`config.mk`:
```
export PLATFORM = sky130hd
export DESIGN_NAME = bp_me_dev_router_flat
export DESIGN_NICKNAME = d
export VERILOG_FILES = /design/src/rtl/bp_me_dev_router_pkg.sv /design/src/rtl/bp_me_dev_router_if.sv /design/src/rtl/bp_me_dev_router_order_fifo.sv /design/src/rtl/bp_me_dev_router.sv /design/src/flat_wrapper.sv
export SDC_FILE = /design/constraint.sdc
export NUM_CORES = 1
export LEC_CHECK = 0
export BUFFER_PORTS_ARGS = -buffer_cell sky130_fd_sc_hd__buf_2
export CORE_AREA = 2 2 242 244
export DETAILED_ROUTE_END_ITERATION = 8
export DIE_AREA = 0 0 244 246
export PLACE_DENSITY = 0.41
export SLEW_MARGIN = 20
export SYNTH_ARGS = -nofsm -noshare
export SYNTH_HDL_FRONTEND = slang
export SYNTH_HIERARCHICAL = 1
export SYNTH_SLANG_ARGS = --single-unit
```
`constraint.sdc`:
```
create_clock -name clk_i -period 3.8 [get_ports clk_i]
set_clock_uncertainty 0.15 [all_clocks]
set_input_delay 0.38 -clock clk_i [delete_from_list [all_inputs] [get_ports clk_i]]
set_output_delay 0.38 -clock clk_i [all_outputs]
set_load 0.02 [all_outputs]
```
`src/rtl/bp_me_dev_router_pkg.sv`:
```
// Shared types and default address map for the uncached I/O device router.
package bp_me_dev_router_pkg;

    typedef enum logic [2:0] {
        DevBoot  = 3'd0,
        DevHost  = 3'd1,
        DevCfg   = 3'd2,
        DevClint = 3'd3,
        DevCache = 3'd4
    } bp_dev_id_e;

    typedef enum logic {StEmpty, StFull} cmd_state_e;

    localparam int unsigned NumDev         = 5;
    localparam int unsigned PaddrWidth     = 40;
    localparam int unsigned DataWidth      = 64;
    localparam int unsigned MaxOutstanding = 4;

    // Device i occupies slice i; each device owns a 1 MiB window.
    localparam logic [NumDev*PaddrWidth-1:0] DefaultBaseAddr = {
        40'h00_0040_0000, 40'h00_0030_0000, 40'h00_0020_0000,
        40'h00_0010_0000, 40'h00_0000_0000
    };
    localparam logic [NumDev*PaddrWidth-1:0] DefaultAddrMask = {NumDev{40'hFF_FFF0_0000}};
    localparam logic [DataWidth-1:0]         DefaultErrData  = 64'hDEAD_BEEF;

endpackage

```
`src/rtl/bp_me_dev_router_if.sv`:
```
// Command, device and response bundle of the device router.
interface bp_me_dev_router_if
    import bp_me_dev_router_pkg::*;
#(
    parameter int unsigned num_dev_p     = NumDev,
    parameter int unsigned paddr_width_p = PaddrWidth,
    parameter int unsigned data_width_p  = DataWidth
) ();
    logic                              cmd_v_i;
    logic                              cmd_ready_o;
    logic                              cmd_w_i;
    logic [paddr_width_p-1:0]          cmd_addr_i;
    logic [data_width_p-1:0]           cmd_data_i;
    logic [num_dev_p-1:0]              dev_cmd_v_o;
    logic [num_dev_p-1:0]              dev_cmd_ready_i;
    logic                              dev_cmd_w_o;
    logic [paddr_width_p-1:0]          dev_cmd_addr_o;
    logic [data_width_p-1:0]           dev_cmd_data_o;
    logic [num_dev_p-1:0]              dev_resp_v_i;
    logic [num_dev_p*data_width_p-1:0] dev_resp_data_i;
    logic [num_dev_p-1:0]              dev_resp_yumi_o;
    logic                              resp_v_o;
    logic [data_width_p-1:0]           resp_data_o;
    logic                              resp_err_o;
    logic                              resp_yumi_i;
    logic [7:0]                        err_cnt_o;

    modport slave (
        input  cmd_v_i, cmd_w_i, cmd_addr_i, cmd_data_i, dev_cmd_ready_i,
               dev_resp_v_i, dev_resp_data_i, resp_yumi_i,
        output cmd_ready_o, dev_cmd_v_o, dev_cmd_w_o, dev_cmd_addr_o, dev_cmd_data_o,
               dev_resp_yumi_o, resp_v_o, resp_data_o, resp_err_o, err_cnt_o
    );

    modport master (
        output cmd_v_i, cmd_w_i, cmd_addr_i, cmd_data_i, dev_cmd_ready_i,
               dev_resp_v_i, dev_resp_data_i, resp_yumi_i,
        input  cmd_ready_o, dev_cmd_v_o, dev_cmd_w_o, dev_cmd_addr_o, dev_cmd_data_o,
               dev_resp_yumi_o, resp_v_o, resp_data_o, resp_err_o, err_cnt_o
    );
endinterface

```
`src/rtl/bp_me_dev_router_order_fifo.sv`:
```
// Issue-order queue of device tags; power-of-two depth so pointers wrap naturally.
module bp_me_dev_router_order_fifo #(
    parameter int unsigned width_p = 4,
    parameter int unsigned els_p   = 4
) (
    input  logic               clk,
    input  logic               rst_n,
    input  logic               push,
    input  logic [width_p-1:0] wdata,
    output logic               full,
    input  logic               pop,
    output logic [width_p-1:0] rdata,
    output logic               empty
);
    localparam int unsigned PtrWidth = $clog2(els_p);
    localparam int unsigned CntWidth = $clog2(els_p + 1);

    logic [width_p-1:0]  mem_q [els_p];
    logic [PtrWidth-1:0] wptr_q, rptr_q;
    logic [CntWidth-1:0] cnt_q;
    logic                do_push, do_pop;

    assign full    = (cnt_q == CntWidth'(els_p));
    assign empty   = (cnt_q == '0);
    assign do_push = push && !full;
    assign do_pop  = pop && !empty;
    assign rdata   = mem_q[rptr_q];

    always_ff @(posedge clk or negedge rst_n) begin
        if (!rst_n) begin
            wptr_q <= '0;
            rptr_q <= '0;
            cnt_q  <= '0;
        end else begin
            if (do_push) wptr_q <= wptr_q + PtrWidth'(1);
            if (do_pop)  rptr_q <= rptr_q + PtrWidth'(1);
            cnt_q <= cnt_q + CntWidth'(do_push) - CntWidth'(do_pop);
        end
    end

    always_ff @(posedge clk) begin
        if (do_push) mem_q[wptr_q] <= wdata;
    end
endmodule

```
`src/rtl/bp_me_dev_router.sv`:
```
// N-device address router: one command stage, in-order responses, internal error replies.
module bp_me_dev_router
    import bp_me_dev_router_pkg::*;
#(
    parameter int unsigned                           num_dev_p         = NumDev,
    parameter int unsigned                           paddr_width_p     = PaddrWidth,
    parameter int unsigned                           data_width_p      = DataWidth,
    parameter int unsigned                           max_outstanding_p = MaxOutstanding,
    parameter logic [num_dev_p*paddr_width_p-1:0]    dev_base_addr_p   = DefaultBaseAddr,
    parameter logic [num_dev_p*paddr_width_p-1:0]    dev_addr_mask_p   = DefaultAddrMask,
    parameter logic [data_width_p-1:0]               err_data_p        = DefaultErrData
) (
    input logic                clk_i,
    input logic                reset_n_i,
    bp_me_dev_router_if.slave  bus
);
    localparam int unsigned IdWidth  = (num_dev_p > 1) ? $clog2(num_dev_p) : 1;
    localparam int unsigned TagWidth = IdWidth + 1;

    cmd_state_e               state_q, state_d;
    logic [IdWidth-1:0]       dev_q, hit_id;
    logic                     w_q, hit, drain, cmd_ready, accept, load, pop;
    logic [paddr_width_p-1:0] addr_q;
    logic [data_width_p-1:0]  data_q;
    logic [7:0]               err_cnt_q;
    logic                     fifo_full, fifo_empty;
    logic [TagWidth-1:0]      head;
    logic [num_dev_p-1:0]     dev_cmd_v, dev_resp_yumi;
    logic                     resp_v, resp_err;
    logic [data_width_p-1:0]  resp_data;

    // Descending scan so the lowest matching index is the one that sticks.
    always_comb begin
        hit    = 1'b0;
        hit_id = '0;
        for (int i = num_dev_p - 1; i >= 0; i--) begin
            if ((bus.cmd_addr_i & dev_addr_mask_p[i*paddr_width_p +: paddr_width_p]) ==
                (dev_base_addr_p[i*paddr_width_p +: paddr_width_p] &
                 dev_addr_mask_p[i*paddr_width_p +: paddr_width_p])) begin
                hit    = 1'b1;
                hit_id = IdWidth'(i);
            end
        end
    end

    assign drain     = (state_q == StFull) && bus.dev_cmd_ready_i[dev_q];
    assign cmd_ready = reset_n_i && ((state_q == StEmpty) || drain) && !fifo_full;
    assign accept    = bus.cmd_v_i && cmd_ready;
    assign load      = accept && hit;

    always_comb begin
        state_d = state_q;
        if (load) begin
            state_d = StFull;
        end else if (drain) begin
            state_d = StEmpty;
        end
    end

    always_ff @(posedge clk_i or negedge reset_n_i) begin
        if (!reset_n_i) begin
            state_q   <= StEmpty;
            dev_q     <= '0;
            w_q       <= 1'b0;
            addr_q    <= '0;
            data_q    <= '0;
            err_cnt_q <= '0;
        end else begin
            state_q <= state_d;
            if (load) begin
                dev_q  <= hit_id;
                w_q    <= bus.cmd_w_i;
                addr_q <= bus.cmd_addr_i;
                data_q <= bus.cmd_data_i;
            end
            if (accept && !hit && (err_cnt_q != 8'hFF)) err_cnt_q <= err_cnt_q + 8'd1;
        end
    end

    bp_me_dev_router_order_fifo #(
        .width_p (TagWidth),
        .els_p   (max_outstanding_p)
    ) u_order_fifo (
        .clk   (clk_i),
        .rst_n (reset_n_i),
        .push  (accept),
        .wdata ({~hit, hit_id}),
        .full  (fifo_full),
        .pop   (pop),
        .rdata (head),
        .empty (fifo_empty)
    );

    // Only the queue head may be yumi'd; other devices keep their responses pending.
    always_comb begin
        dev_cmd_v     = '0;
        resp_v        = 1'b0;
        resp_data     = '0;
        resp_err      = 1'b0;
        dev_resp_yumi = '0;
        if (state_q == StFull) dev_cmd_v[dev_q] = 1'b1;
        if (!fifo_empty) begin
            if (head[TagWidth-1]) begin
                resp_v    = 1'b1;
                resp_data = err_data_p;
                resp_err  = 1'b1;
            end else begin
                for (int i = 0; i < num_dev_p; i++) begin
                    if (head[IdWidth-1:0] == IdWidth'(i)) begin
                        resp_v           = bus.dev_resp_v_i[i];
                        resp_data        = bus.dev_resp_data_i[i*data_width_p +: data_width_p];
                        dev_resp_yumi[i] = bus.resp_yumi_i & bus.dev_resp_v_i[i];
                    end
                end
            end
        end
    end

    assign pop                 = resp_v && bus.resp_yumi_i;
    assign bus.cmd_ready_o     = cmd_ready;
    assign bus.dev_cmd_v_o     = dev_cmd_v;
    assign bus.dev_cmd_w_o     = w_q;
    assign bus.dev_cmd_addr_o  = addr_q;
    assign bus.dev_cmd_data_o  = data_q;
    assign bus.dev_resp_yumi_o = dev_resp_yumi;
    assign bus.resp_v_o        = resp_v;
    assign bus.resp_data_o     = resp_data;
    assign bus.resp_err_o      = resp_err;
    assign bus.err_cnt_o       = err_cnt_q;
endmodule

```
`src/flat_wrapper.sv`:
```
// flat-port wrapper written by rule: the top's interface ports become plain ports
module bp_me_dev_router_flat import bp_me_dev_router_pkg::*;
#(
    parameter int unsigned                           num_dev_p         = NumDev,
    parameter int unsigned                           paddr_width_p     = PaddrWidth,
    parameter int unsigned                           data_width_p      = DataWidth,
    parameter int unsigned                           max_outstanding_p = MaxOutstanding,
    parameter logic [num_dev_p*paddr_width_p-1:0]    dev_base_addr_p   = DefaultBaseAddr,
    parameter logic [num_dev_p*paddr_width_p-1:0]    dev_addr_mask_p   = DefaultAddrMask,
    parameter logic [data_width_p-1:0]               err_data_p        = DefaultErrData
)
  (clk_i, reset_n_i, bus_cmd_v_i, bus_cmd_w_i, bus_cmd_addr_i, bus_cmd_data_i, bus_dev_cmd_ready_i, bus_dev_resp_v_i, bus_dev_resp_data_i, bus_resp_yumi_i, bus_cmd_ready_o, bus_dev_cmd_v_o, bus_dev_cmd_w_o, bus_dev_cmd_addr_o, bus_dev_cmd_data_o, bus_dev_resp_yumi_o, bus_resp_v_o, bus_resp_data_o, bus_resp_err_o, bus_err_cnt_o);
  bp_me_dev_router_if #(.num_dev_p(num_dev_p), .paddr_width_p(paddr_width_p), .data_width_p(data_width_p)) bus_i ();
  input logic clk_i;
  input logic reset_n_i;
  input wire logic [$bits(bus_i.cmd_v_i)-1:0] bus_cmd_v_i;
  input wire logic [$bits(bus_i.cmd_w_i)-1:0] bus_cmd_w_i;
  input wire logic [$bits(bus_i.cmd_addr_i)-1:0] bus_cmd_addr_i;
  input wire logic [$bits(bus_i.cmd_data_i)-1:0] bus_cmd_data_i;
  input wire logic [$bits(bus_i.dev_cmd_ready_i)-1:0] bus_dev_cmd_ready_i;
  input wire logic [$bits(bus_i.dev_resp_v_i)-1:0] bus_dev_resp_v_i;
  input wire logic [$bits(bus_i.dev_resp_data_i)-1:0] bus_dev_resp_data_i;
  input wire logic [$bits(bus_i.resp_yumi_i)-1:0] bus_resp_yumi_i;
  output wire logic [$bits(bus_i.cmd_ready_o)-1:0] bus_cmd_ready_o;
  output wire logic [$bits(bus_i.dev_cmd_v_o)-1:0] bus_dev_cmd_v_o;
  output wire logic [$bits(bus_i.dev_cmd_w_o)-1:0] bus_dev_cmd_w_o;
  output wire logic [$bits(bus_i.dev_cmd_addr_o)-1:0] bus_dev_cmd_addr_o;
  output wire logic [$bits(bus_i.dev_cmd_data_o)-1:0] bus_dev_cmd_data_o;
  output wire logic [$bits(bus_i.dev_resp_yumi_o)-1:0] bus_dev_resp_yumi_o;
  output wire logic [$bits(bus_i.resp_v_o)-1:0] bus_resp_v_o;
  output wire logic [$bits(bus_i.resp_data_o)-1:0] bus_resp_data_o;
  output wire logic [$bits(bus_i.resp_err_o)-1:0] bus_resp_err_o;
  output wire logic [$bits(bus_i.err_cnt_o)-1:0] bus_err_cnt_o;
  assign bus_i.cmd_v_i = bus_cmd_v_i;
  assign bus_i.cmd_w_i = bus_cmd_w_i;
  assign bus_i.cmd_addr_i = bus_cmd_addr_i;
  assign bus_i.cmd_data_i = bus_cmd_data_i;
  assign bus_i.dev_cmd_ready_i = bus_dev_cmd_ready_i;
  assign bus_i.dev_resp_v_i = bus_dev_resp_v_i;
  assign bus_i.dev_resp_data_i = bus_dev_resp_data_i;
  assign bus_i.resp_yumi_i = bus_resp_yumi_i;
  assign bus_cmd_ready_o = bus_i.cmd_ready_o;
  assign bus_dev_cmd_v_o = bus_i.dev_cmd_v_o;
  assign bus_dev_cmd_w_o = bus_i.dev_cmd_w_o;
  assign bus_dev_cmd_addr_o = bus_i.dev_cmd_addr_o;
  assign bus_dev_cmd_data_o = bus_i.dev_cmd_data_o;
  assign bus_dev_resp_yumi_o = bus_i.dev_resp_yumi_o;
  assign bus_resp_v_o = bus_i.resp_v_o;
  assign bus_resp_data_o = bus_i.resp_data_o;
  assign bus_resp_err_o = bus_i.resp_err_o;
  assign bus_err_cnt_o = bus_i.err_cnt_o;
  bp_me_dev_router #(.num_dev_p(num_dev_p), .paddr_width_p(paddr_width_p), .data_width_p(data_width_p), .max_outstanding_p(max_outstanding_p), .dev_base_addr_p(dev_base_addr_p), .dev_addr_mask_p(dev_addr_mask_p), .err_data_p(err_data_p)) u_core (.clk_i(clk_i), .reset_n_i(reset_n_i), .bus(bus_i));
endmodule
```
== Word-level counts from Yosys, hierarchy flattened ==
Memories as Yosys holds them, arrays and structs flattened.
Cells that the tools add are included.
Storage, ports and cells
  register bits after elaboration: 124
  bits in writable memories: 16
  bits of input ports: 439
  output and inout bits: 190
  word-level logic and storage cells: 95
  memories: 1
Cells by class
  add/sub/neg operators: 5
  magnitude comparators: 2
  equality and inequality tests: 10
  multiplexer cells: 42
  bitwise operators: 7
  reductions and logical operators: 19
Memory list
  u_core.u_order_fifo.mem_q: depth 4, bits a word 4, rd ports 1, clocked after Yosys merged registers in 0, wr ports 1, RTL line bp_me_dev_router_order_fifo.sv:18  | logic [width_p-1:0] mem_q [els_p];
Operators with widths (count)
  $mux 64: 7
  $eq 20x2->1 const B: 2
  $logic_not 40->1: 1
  $mux 1: 25
  $eq 20x1->1 const B: 1
  $eq 20x3->1 const B: 1
  $mux 3: 5
  $mux 5: 3
  $logic_and 1x1->1: 11
  $add 8x1->8 const B: 1
  $ne 8x8->1 const B: 1
  $eq 3x2->1 const B: 2
  $eq 3x3->1 const B: 2
  $logic_not 3->1: 2
  $and 1x1->1: 5
  $add 2x1->2 const B: 2
  $lt 3x4->1 const B: 1
  $add 3x1->3: 1
  $bmux 1 s3: 1
  $demux 1 s3: 1
  $eq 3x1->1 const B: 1
  $ge 3x1->1 const B: 1
  $logic_not 1->1: 3
  $sub 3x1->3: 1
  other kinds (3): 4

== Logic depth before layout (Yosys ltp) ==
An unclocked memory read counts as a cell.
  word-level depth: 12
  gate-level depth with buffers: 15
  gate-level depth less buffers: 14

== Modules after synthesis ==
Netlist, hierarchy kept.
Modules (own cells, without submodules)
  bp_me_dev_router: instances 1, cells an instance 557, area each 7104.3 um^2, sequential area each 2927.8 um^2
  bp_me_dev_router_order_fifo: instances 1, cells an instance 63, area each 1054.8 um^2, sequential area each 655.6 um^2

== Worst setup path after synthesis ==
Ideal clock, no wire load.
  path type: reg2reg
  start: register u_core.u_order_fifo.rptr_q[0]
  end: register u_core.u_order_fifo.cnt_q[2]
  arrival: 3.475 ns
  data required time: 3.523 ns
  setup slack: 0.048 ns
  cell stages (with the launch flop): 16
  path buffers: 2
  path through: dfrtp_1 -> buf_2 -> mux4_2 -> clkbuf_1 -> mux4_2 -> a221oi_1 -> nor2_1 -> and2_1 -> o31ai_2 -> inv_1 -> ha_1 -> inv_1 -> ha_1 -> fa_1 -> xor2_1 -> xnor2_1
Between the ends
  word-level cells in the longest chain between the ends: 12
  elaborated cells between the ends (all ways): 16
RTL lines
  start: declaration: RTL line bp_me_dev_router_order_fifo.sv:19  | logic [PtrWidth-1:0] wptr_q, rptr_q;
  start signal: assignment: RTL line bp_me_dev_router_order_fifo.sv:36  | if (do_pop) rptr_q <= rptr_q + PtrWidth'(1);
  $mem_v2 4x4 *
  via u_core.head[0]: RTL line bp_me_dev_router.sv:27  | logic [TagWidth-1:0] head;
  $logic_not 3->1: RTL line bp_me_dev_router.sv:109  | if (head[IdWidth-1:0] == IdWidth'(i)) begin
  $mux 1 (4 in series): RTL line bp_me_dev_router.sv:109
  $mux 1 *: RTL line bp_me_dev_router.sv:109
  $mux 1 *: RTL line bp_me_dev_router.sv:103  | if (head[TagWidth-1]) begin
  $mux 1 *: RTL line bp_me_dev_router.sv:102  | if (!fifo_empty) begin
  via bus_resp_v_o: RTL line flat_wrapper.sv:30  | output wire logic [$bits(bus_i.resp_v_o)-1:0] bus_resp_v_o;
  $logic_and 1x1->1 *: RTL line bp_me_dev_router.sv:119  | assign pop = resp_v && bus.resp_yumi_i;
  via u_core.pop: RTL line bp_me_dev_router.sv:22  | logic w_q, hit, drain, cmd_ready, accept, load, pop;
  $logic_and 1x1->1 *: RTL line bp_me_dev_router_order_fifo.sv:26  | assign do_pop = pop && !empty;
  via u_core.u_order_fifo.do_pop: RTL line bp_me_dev_router_order_fifo.sv:21  | logic do_push, do_pop;
  $sub 3x1->3 *: RTL line bp_me_dev_router_order_fifo.sv:37  | cnt_q <= cnt_q + CntWidth'(do_push) - CntWidth'(do_pop);
  end signal: assignment: RTL line bp_me_dev_router_order_fifo.sv:37
  end: declaration: RTL line bp_me_dev_router_order_fifo.sv:20  | logic [CntWidth-1:0] cnt_q;
Mark *: on every way through the listed nets, which the timed path passes. The rest lies on a longest branch.
A chain may end at the register's enable or synchronous reset.

== Worst setup path after layout ==
  start: register u_core.u_order_fifo.rptr_q[0]
  end: output bus_resp_data_o[18]
Between the ends
  word-level cells in the longest chain between the ends: 9
  elaborated cells between the ends (all ways): 13
RTL lines
  $mem_v2 4x4 *
  via u_core.head[0]: RTL line bp_me_dev_router.sv:27
  $logic_not 3->1: RTL line bp_me_dev_router.sv:109
  $mux 64 (4 in series): RTL line bp_me_dev_router.sv:109
  $mux 64 *: RTL line bp_me_dev_router.sv:109
  $mux 64 *: RTL line bp_me_dev_router.sv:103
  $mux 64 *: RTL line bp_me_dev_router.sv:102
  end: declaration: RTL line flat_wrapper.sv:31  | output wire logic [$bits(bus_i.resp_data_o)-1:0] bus_resp_data_o;
Marked as above.

==> run metrics <==
die width around 240 µm; setup violators final 0; Cell Chain, Critical Path mux4_4 -> buf_16 -> buf_12 -> buf_12 -> mux4_2 -> a221oi_2 -> nor2_1 -> buf_2; Max VDD drop about 0.0006 V; Final Hold Viols 0; crit end category output port; DRT Pass-1 Iters 5; Global Route Usage Sum 14.45%; footprint of the multi-input gates around 4300 µm²; reg2reg start u_core/u_order_fifo/rptr_q[0]; placed cell count around 2000; worst setup slack after layout between 0.1 and 0.15 ns; gpl congestion around 0.96; Avg WL per Cell between 20 and 25 µm; Post-DP HPWL 38150 µm; status finished clean; Post CTS Setup Buffer Count 0; clock sink count 140; largest net degree at the start of global routing 72; PortBufs roughly 630; post-DR vias/cell 4.053; Ports roughly 630; row cnt 88; P per Cell Area ~730 nW/µm²; total core area about 57000 µm²; initial core utilization roughly 14%; die height 246 µm; final worst-path cycle share 96.23%; Hold Path Class input port to flip-flop; CP dominant cell by count buf_12; worst endpoint data arrival time 3.13 ns; WP data required approximately 3.3 ns; die area about 60000 µm²; total vias in the final route ~8500; cell count after synthesis 620; ys flop type dfrtp_1; ys async rst share 88.57%; pre-CTS setup slack -0.01199 ns; cell count of the worst reg-to-reg path 13; RSZ-0062 raised after global routing false; Max Slew Vio Count 0; Mapped Area between 8000 and 9000 µm²; vias in the first global route between 9000 and 10000; final worst path period need about 3.7 ns; Seq/Total Area, Yosys between 40% and 50%; CTS tree built; commonest non-fill, non-tap cells in the layout buf_2, dfrtp_1, nor2_1, mux4_2, dlygate4sd3_1; r2r setup slk 0.15 ns; initial DRC count between 300 and 400; H-tree depth 4; Worst Setup Path Type flip-flop to output port; Clock Latency Late Sink between 0.4 and 0.5 ns; most common cell after layout, fill and taps aside buf_2; final std cells w/o fill 2087; worst slew pin tran between 0.9 and 1 ns; Max-Cap Viols 0; FF/Latch Area ~3600 µm²; fmax roughly 0.27 GHz; clock root cell clkbuf_16; Layout fillers 6255; CP max stage cell mux4_4; CP Max Fanout 35; total power between 9 and 10 mW; drt total wl about 45000 µm; Startpoint Class flip-flop; Pleak a little under 7 nW; antenna viol nets, final 0; total overflow reported by the global router 0; hold path depth 2; synthesis-to-layout area growth 66.03%; Worst-path clk slew about 0.06 ns; Post-synth EDFFs 16; Final #Nets 1741; Yosys warning total 6; WHS Endpoint u_core/bus.dev_cmd_data_o[51]; share of layout cells above drive strength 1 about three fifths; Post-route DRC 0; clock buffer depth 2; CP peak stage delay 0.70 ns; global-route wire length before repair 62800 µm; Final Core Density approximately a quarter; Slew headroom between 30% and 40%; Fin Hold WS roughly 0.032 ns; Num CTS Buffers 17; Unique masters post-synth 54; Synth Register Bits 140; Hold Crit Start bus_cmd_data_i[51]; initial antenna violation count 24; Synth Net Count 1067; Syn Area/Cell about 13 µm²; reg2reg end u_core/u_order_fifo/cnt_q[2]
## per-layer routing
metal  share of wire [%]  vias to the layer above  track usage (%)  wire, µm
met5               0.029                        -                0        13
met4                 5.1                        2            8.644      2332
met3                 7.9                       76            3.998      3575
met2                  52                      497            26.16     23580
met1                  35                     4111            14.83     15840
li1                    -                     3773                -         -
## flip-flops by register name (all words and copies together), names as in the netlist
name                        count
u_core/state_q                  1
u_core/bus.err_cnt_o            8
u_core/bus.dev_cmd_w_o          1
u_core/u_order_fifo/rptr_q      2
u_core/dev_q                    3
u_core/u_order_fifo/wptr_q      2
u_core/u_order_fifo/mem_q      16
u_core/bus.dev_cmd_data_o      64
u_core/u_order_fifo/cnt_q       3
u_core/bus.dev_cmd_addr_o      40
## power breakdown
| group | switching (mW) | internal, mW | leakage (nW) |
|---|---|---|---|
| combinational | 3.78 | 2.56 | 4.79 |
| sequential | 0.110 | 1.60 | 1.86 |
| clock | 0.679 | 1.10 | 0.295 |
| total | 4.57 | 5.27 | 6.94 |
## critical path, delay by kind of cell (launching register included)
family	cells	cell delay [ns]
buffers and inverters	4	0.80
and+or+nand+nor	1	0.07
AOI/OAI and AO/OA	1	0.26
DFF	1	0.41
muxes	2	1.14
## logic make-up (layout without fill, tap and decap cells)
group | Yosys count | after routing | share of synthesized area [%]
multiplexers | 159 | 159 | 31.44
AND/OR/NAND/NOR | 157 | 157 | 10.35
flip-flops | 140 | 140 | 43.92
AO/OA/AOI/OAI | 84 | 84 | 8.235
buffers and inverters | 62 | 749 | 3.665
XOR/XNOR | 10 | 10 | 1.074
adder cells (fa/ha/maj) | 8 | 8 | 1.319
other | 0 | 15 | 0
## Yosys cell counts (3+ instances only)
cell	instances	share of area, %
nor3_1	7	0.43
o211ai_1	4	0.37
nand3_1	4	0.25
mux2_1	53	7.3
buf_1	4	0.18
a221oi_1	25	2.7
buf_2	11	0.67
inv_1	7	0.32
nand3b_1	3	0.28
nor3b_1	4	0.37
clkbuf_1	33	1.5
and3b_1	5	0.54
a2bb2oi_1	4	0.43
nand2b_1	6	0.46
nor2_1	75	3.5
ha_1	7	1.1
edfxtp_1	16	5.9
nor2b_1	18	1.4
xor2_1	3	0.32
nor4_1	5	0.38
a22oi_1	40	3.7
mux2_2	35	4.8
mux4_2	69	19
buf_6	5	0.69
nand2_1	8	0.37
and3_1	3	0.23
xnor2_1	7	0.75
dfrtp_1	124	38
## per-stage QoR
stage	setup TNS (ns)	cell area, µm²
after floorplan	0	8159
after global routing	0	13540
after global placement	-0.01145	12240
after detailed placement	-0.01199	12240
final	0	13550
after CTS	0	13500
## worst max-delay path by stage
stage	from	end	slack, ns	depth (start not counted)
floorplan	u_core/u_order_fifo/rptr_q[0]	u_core/u_order_fifo/cnt_q[2]	0.05	15
global placement	u_core/u_order_fifo/rptr_q[0]	u_core/u_order_fifo/cnt_q[2]	-0.01	13
detailed placement	u_core/u_order_fifo/rptr_q[0]	u_core/u_order_fifo/cnt_q[2]	-0.01	13
CTS	u_core/u_order_fifo/rptr_q[0]	u_core/u_order_fifo/cnt_q[2]	0.001	13
global route	u_core/u_order_fifo/rptr_q[0]	u_core/u_order_fifo/cnt_q[2]	0.006	13
finish	u_core/u_order_fifo/rptr_q[0]	bus_resp_data_o[18]	0.14	8
## layout make-up
type,instances,area share [%]
inverter,7,0.1940
clock buffer,19,3.196
antenna,15,0.2771
clock inverter,13,1.395
tap,765,7.066
sequential,140,26.46
multi-input combinational,418,31.94
timing repair buffer,710,29.47
## repair_timing
item	in CTS	in global routing
pin swaps	0	2
hold buffers	55	0
resized for setup	17	5
endpoints found under the hold margin	64	0
setup endpoints to repair	41	14
(Power assumes the default switching activity.)
